--- src/rtl/rv32i_fetch_buf.sv ---
// RV32I fetch stage: issues sequential word fetches, queues in-order bus
// responses and hands instructions to decode; redirects flush and drop stale data.
module rv32i_fetch_buf #(
  parameter logic [31:0] RESET_PC = 32'h0000_0000,
  parameter int          DEPTH    = 2
) (
  input  logic        clk,
  input  logic        rst,
  output logic        req_vld,
  input  logic        req_ready,
  output logic [31:0] req_addr,
  input  logic        rsp_vld,
  input  logic [31:0] rsp_data,
  input  logic        rsp_err,
  input  logic        redir_vld,
  input  logic [31:0] redir_pc,
  output logic        ir_vld,
  input  logic        ir_ready,
  output logic [31:0] ir,
  output logic [31:0] ir_pc,
  output logic        ir_err
);
  localparam int          PW  = $clog2(DEPTH);
  localparam int          CW  = $clog2(DEPTH + 1);
  localparam logic [31:0] NOP = 32'h0000_0013;

  logic [31:0]      pc_q, pc_d;
  logic [PW-1:0]    head_q, head_d, tail_q, tail_d, fill_q, fill_d;
  logic [CW-1:0]    cnt_q, cnt_d, pend_q, pend_d, drop_q, drop_d;
  logic [DEPTH-1:0] filled_q, filled_d;
  logic [31:0]      epc_q [DEPTH];
  logic [31:0]      epc_d [DEPTH];
  logic [31:0]      edata_q [DEPTH];
  logic [31:0]      edata_d [DEPTH];
  logic [DEPTH-1:0] eerr_q, eerr_d;
  logic [31:0]      last_ir_q, last_ir_d, last_pc_q, last_pc_d;
  logic             last_err_q, last_err_d;
  logic [CW:0]      used;
  logic             req_fire, pop, rsp_fill, head_filled;

  function automatic logic [PW-1:0] ptr_inc(input logic [PW-1:0] p);
    return (p == PW'(DEPTH - 1)) ? '0 : p + 1'b1;
  endfunction

  // Credit counts only registered occupancy; a pop frees credit a cycle later.
  always_comb begin
    used        = {1'b0, cnt_q} + {1'b0, drop_q};
    req_vld     = !rst && !redir_vld && (used < (CW+1)'(DEPTH));
    req_addr    = pc_q & 32'hFFFF_FFFC;
    req_fire    = req_vld && req_ready;
    head_filled = filled_q[head_q];
    ir_vld      = head_filled && !redir_vld;
    pop         = ir_vld && ir_ready;
    rsp_fill    = rsp_vld && (drop_q == '0);
    ir          = last_ir_q;
    ir_pc       = last_pc_q;
    ir_err      = last_err_q;
    if (head_filled) begin
      ir     = eerr_q[head_q] ? NOP : edata_q[head_q];
      ir_pc  = epc_q[head_q];
      ir_err = eerr_q[head_q];
    end
  end

  always_comb begin
    pc_d       = pc_q;
    head_d     = head_q;
    tail_d     = tail_q;
    fill_d     = fill_q;
    cnt_d      = cnt_q;
    pend_d     = pend_q;
    drop_d     = drop_q;
    filled_d   = filled_q;
    epc_d      = epc_q;
    edata_d    = edata_q;
    eerr_d     = eerr_q;
    last_ir_d  = ir;
    last_pc_d  = ir_pc;
    last_err_d = ir_err;
    if (redir_vld) begin
      // Every unfilled entry becomes a stale request; an arriving response retires one.
      pc_d     = redir_pc & 32'hFFFF_FFFC;
      head_d   = '0;
      tail_d   = '0;
      fill_d   = '0;
      cnt_d    = '0;
      pend_d   = '0;
      filled_d = '0;
      drop_d   = drop_q + pend_q - CW'(rsp_vld);
    end else begin
      if (rsp_vld && (drop_q != '0)) drop_d = drop_q - 1'b1;
      if (rsp_fill) begin
        filled_d[fill_q] = 1'b1;
        edata_d[fill_q]  = rsp_data;
        eerr_d[fill_q]   = rsp_err;
        fill_d           = ptr_inc(fill_q);
      end
      if (pop) begin
        filled_d[head_q] = 1'b0;
        head_d           = ptr_inc(head_q);
      end
      if (req_fire) begin
        epc_d[tail_q] = req_addr;
        tail_d        = ptr_inc(tail_q);
        pc_d          = pc_q + 32'd4;
      end
      cnt_d  = cnt_q + CW'(req_fire) - CW'(pop);
      pend_d = pend_q + CW'(req_fire) - CW'(rsp_fill);
    end
  end

  always_ff @(posedge clk or posedge rst) begin
    if (rst) begin
      pc_q       <= RESET_PC;
      head_q     <= '0;
      tail_q     <= '0;
      fill_q     <= '0;
      cnt_q      <= '0;
      pend_q     <= '0;
      drop_q     <= '0;
      filled_q   <= '0;
      last_ir_q  <= '0;
      last_pc_q  <= '0;
      last_err_q <= 1'b0;
    end else begin
      pc_q       <= pc_d;
      head_q     <= head_d;
      tail_q     <= tail_d;
      fill_q     <= fill_d;
      cnt_q      <= cnt_d;
      pend_q     <= pend_d;
      drop_q     <= drop_d;
      filled_q   <= filled_d;
      last_ir_q  <= last_ir_d;
      last_pc_q  <= last_pc_d;
      last_err_q <= last_err_d;
    end
  end

  // Entry payload is only meaningful while its filled bit is set.
  always_ff @(posedge clk) begin
    epc_q   <= epc_d;
    edata_q <= edata_d;
    eerr_q  <= eerr_d;
  end
endmodule

--- config.mk ---
export PLATFORM = sky130hd
export DESIGN_NAME = rv32i_fetch_buf
export DESIGN_NICKNAME = d
export VERILOG_FILES = /design/src/rtl/rv32i_fetch_buf.sv
export SDC_FILE = /design/constraint.sdc
export NUM_CORES = 1
export LEC_CHECK = 0
export CORE_ASPECT_RATIO = 1.2
export CORE_MARGIN = 3
export CORE_UTILIZATION = 52
export CTS_CLUSTER_SIZE = 10
export DETAILED_ROUTE_END_ITERATION = 16
export MAX_ROUTING_LAYER = met4
export PLACE_DENSITY = 0.79
export SYNTH_ARGS = -nofsm -noshare
export SYNTH_HDL_FRONTEND = slang
export SYNTH_SLANG_ARGS = --single-unit
--- constraint.sdc ---
create_clock -name clk -period 4.02 [get_ports clk]
set_clock_uncertainty 0.15 [all_clocks]
set_input_delay 0.402 -clock clk [delete_from_list [all_inputs] [get_ports clk]]
set_output_delay 0.402 -clock clk [all_outputs]
set_load 0.005 [all_outputs]
==> metrics.yaml <==
status: "completed"
cts_buffers: 27
yosysSeqAreaShare_pct: 69.4
cp_data_arrival_time_ns: 3.66
maxSlewViolCount: 0
postRouteAntennaNets: 0
synth.avg_cell_area_sq_um: 13.3
max_freq_mhz: 290
clk_path_buf_depth: 3
dp_hpwl_um: 14000
yosysWarningCount: 0
setup_slack_ns: 0.577
synth_cells: 697
placed_cell_area_sq_um: 11200
p_int_mw: 5.18
cts_root_buffer: "clkbuf_16"
std_cell_rows: 52
crit_required_ns: 4.23
period_minus_slack_ns: 3.44
port_buffers: 165
start_util_pct: 54.0
post-route-period-util_pct: 85.6
rr_endpoint: "cnt_q[1]$_DFF_PP0_"
grt_pass1_vias: 6609
final_layout_size_suffix_gt1_share_pct: 6.97
power_frac_seq_pct: 44.9
synth_ff_type: "edfxtp_1"
pre_cts_ws_ns: 0.623
die_x_um: 128
endpoint_kind: "flip-flop"
ys_types: 53
wl_per_cell_um: 19.0
clock_sink_count: 232
grt_antenna_before_repair: 0
holdPathEnd: "pc_q[3]$_DFFE_PP0P_"
setup_viol: 0
m1WireLength_um: 8320
tritoncts: "done"
synth_area_sq_um: 9280
min_from: "redir_pc[3]"
grt_pass1_wl_um: 34200
io_pins: 170
p_sw_mw: 1.88
hold_viol_final: 0
peakVddDrop_uv: 297
power.density_nw_per_um2: 591
coreArea_sq_um: 17200
hp-class: "input port to flip-flop"
post_cts_buffers: 0
drc: 0
num_vias: 6288
area_delta_synth_final_pct: 28.6
finalSetupTns_ns: 0
crit_type: "flip-flop to flip-flop"
die_h_um: 152
clkLatencyLatePin_ns: 0.51
rsz0062_at_grt: "no"
diodes: 0
met2_wirelength_um: 10900
htreeDepth: 1
ys_seq_elements: 232
fin_nets: 950
max_slew_margin_pct: 52.9
drt_iter0_drc: 423
die_area_sq_um: 19500
first_pass_iters: 4
wl_um: 21000
hold_depth: 3
worstRegToRegCells: 10
tightest_slew_ns: 0.706
grt_usage_pct: 22.2
r2r-start: "drop_q[0]$_DFFE_PP0P_"
ctsHoldBuffers: 0
cts.repair.resized: 0
design_area_sq_um: 11900
gp_congestion: 0.868
critPathMaxFanout: 28
combPwrFrac_pct: 25.1
avgViaCountPerCell: 5.69
maxCapViolCount: 0
clkPwrFrac_pct: 30.0
synth_edf_count: 126
switching_share_pct: 26.6
overflow: 0
reg2reg_slack_ns: 0.58
clk_pin_slew_ns: 0.06
worstSetupStartpointType: "flip-flop"
grt_max_degree: 58
p_leak_nw: 4.52
nFillCells: 1234
highest_layer: "met4"
async_flop_share_pct: 45.7
wl_met3_um: 1270
-- layout make-up --
| class | instances | area (sq um) | share of cell area [%] |
|---|---|---|---|
| sequential | 232 | 6440 | 54.0 |
| multi-input combinational | 412 | 2630 | 22.0 |
| timing repair buffer | 182 | 1770 | 14.9 |
| clock buffer | 48 | 754 | 6.32 |
| tap | 216 | 270 | 2.26 |
| inverter | 15 | 58.8 | 0.493 |
| clock inverter | 1 | 8.76 | 0.0734 |
-- layer usage --
layer,track usage (%),up-vias
li1,-,2889
met3,3.47,45
met4,6.72,0
met5,-,-
met2,37.5,229
met1,27.6,3125
-- cell families (layout without fill, tap and decap cells) --
family	Yosys count	count (layout)	synth area share, %
AOI/OAI and AO/OA	128	128	8.20
DFF	232	232	69.4
xor gates and xnor gates	10	10	0.944
and+or+nand+nor	192	192	9.82
adders and majority gates	9	9	1.29
muxes	71	71	7.72
other	1	2	0.0404
buffers and inverters	54	246	2.60
-- cells in the final DEF, fill, tap and decap left out, types with 4 or more instances in the layout --
master	count
a31oi_1	4
nor3_1	5
xnor2_1	8
o21ai_0	80
a21oi_1	9
nor2b_1	5
ha_1	8
buf_4	17
o311ai_0	4
mux2_2	4
o311ai_1	4
inv_1	13
clkbuf_1	21
and2_1	5
nand3_1	16
nand2_1	98
dfrtp_1	105
clkbuf_16	27
nand4_1	12
edfxtp_1	126
mux2i_1	66
and3_1	8
nor2_1	24
o211ai_1	8
clkdlybuf4s50_1	164
-- through the flow --
stage / total power [mW] / hold slack (ns) / instances / util (%)
finish: 7.06 / 0.313 / 1106 / 69.5
global route: 7.43 / 0.309 / 1106 / 69.5
CTS: 7.14 / 0.290 / 1106 / 69.5
detailed placement: 5.00 / 0.319 / 1057 / 65.0
global placement: 4.91 / 0.315 / 1057 / 65.0
floorplan: 3.91 / 0.323 / 698 / -
-- worst max path at each step --
stage	startpoint	end	slack (ns)	depth (start not counted)
after floorplan	redir_vld	edata_q[32]$_DFFE_PP_	0.28	3
after global placement	drop_q[0]$_DFFE_PP0P_	cnt_q[1]$_DFF_PP0_	0.76	10
after detailed placement	drop_q[0]$_DFFE_PP0P_	cnt_q[1]$_DFF_PP0_	0.62	10
after CTS	drop_q[0]$_DFFE_PP0P_	cnt_q[1]$_DFF_PP0_	0.58	10
after global routing	drop_q[0]$_DFFE_PP0P_	cnt_q[1]$_DFF_PP0_	0.35	10
final	drop_q[0]$_DFFE_PP0P_	cnt_q[1]$_DFF_PP0_	0.58	10
-- worst max-delay path, stage by stage, from the launching register on --
cell     delay (ns)
dfrtp_1        0.37
and2_1         0.16
fa_1           0.52
nor4_4         0.45
and2_1         0.46
inv_2          0.34
ha_1           0.39
inv_1          0.05
ha_1           0.19
xnor2_1        0.15
nor2_1         0.05
-- sequential cells by signal, summed over array words and instances, names as in the netlist, 30 cells and up --
register	count
edata_q	64
epc_q	60
last_pc_q	32
last_ir_q	32
pc_q	30
-- power groups by stage --
| stage | registers [mW] | logic (mW) | clock network (mW) |
|---|---|---|---|
| 2_1_floorplan | 3.14 | 0.765 | 0 |
| 3_3_place_gp | 3.19 | 1.72 | 0 |
| 3_5_place_dp | 3.21 | 1.79 | 0 |
| 4_1_cts | 3.17 | 1.80 | 2.17 |
| 5_1_grt | 3.21 | 1.95 | 2.26 |
| 6_report | 3.17 | 1.78 | 2.12 |
-- synthesized netlist by cell type, types with 4 or more instances --
master,number,area [sq um]
and2_1,5,31.3
xnor2_1,8,70.1
mux2i_1,67,671
nor3_1,7,35.0
o311ai_0,4,35.0
edfxtp_1,126,3780
nand3_1,16,80.1
clkbuf_1,22,82.6
nor2_1,25,93.8
a21oi_1,9,45.0
ha_1,8,100
and3_1,8,50.1
o311ai_1,4,35.0
dfrtp_1,106,2650
nor2b_1,5,31.3
nand2_1,98,368
a31oi_1,4,25.0
o211ai_1,8,60.1
o21ai_0,80,400
nand4_1,12,75.1
mux2_2,4,45.0
inv_1,14,52.6
buf_2,13,65.1
No activity file was read; power rests on OpenSTA's default activity.
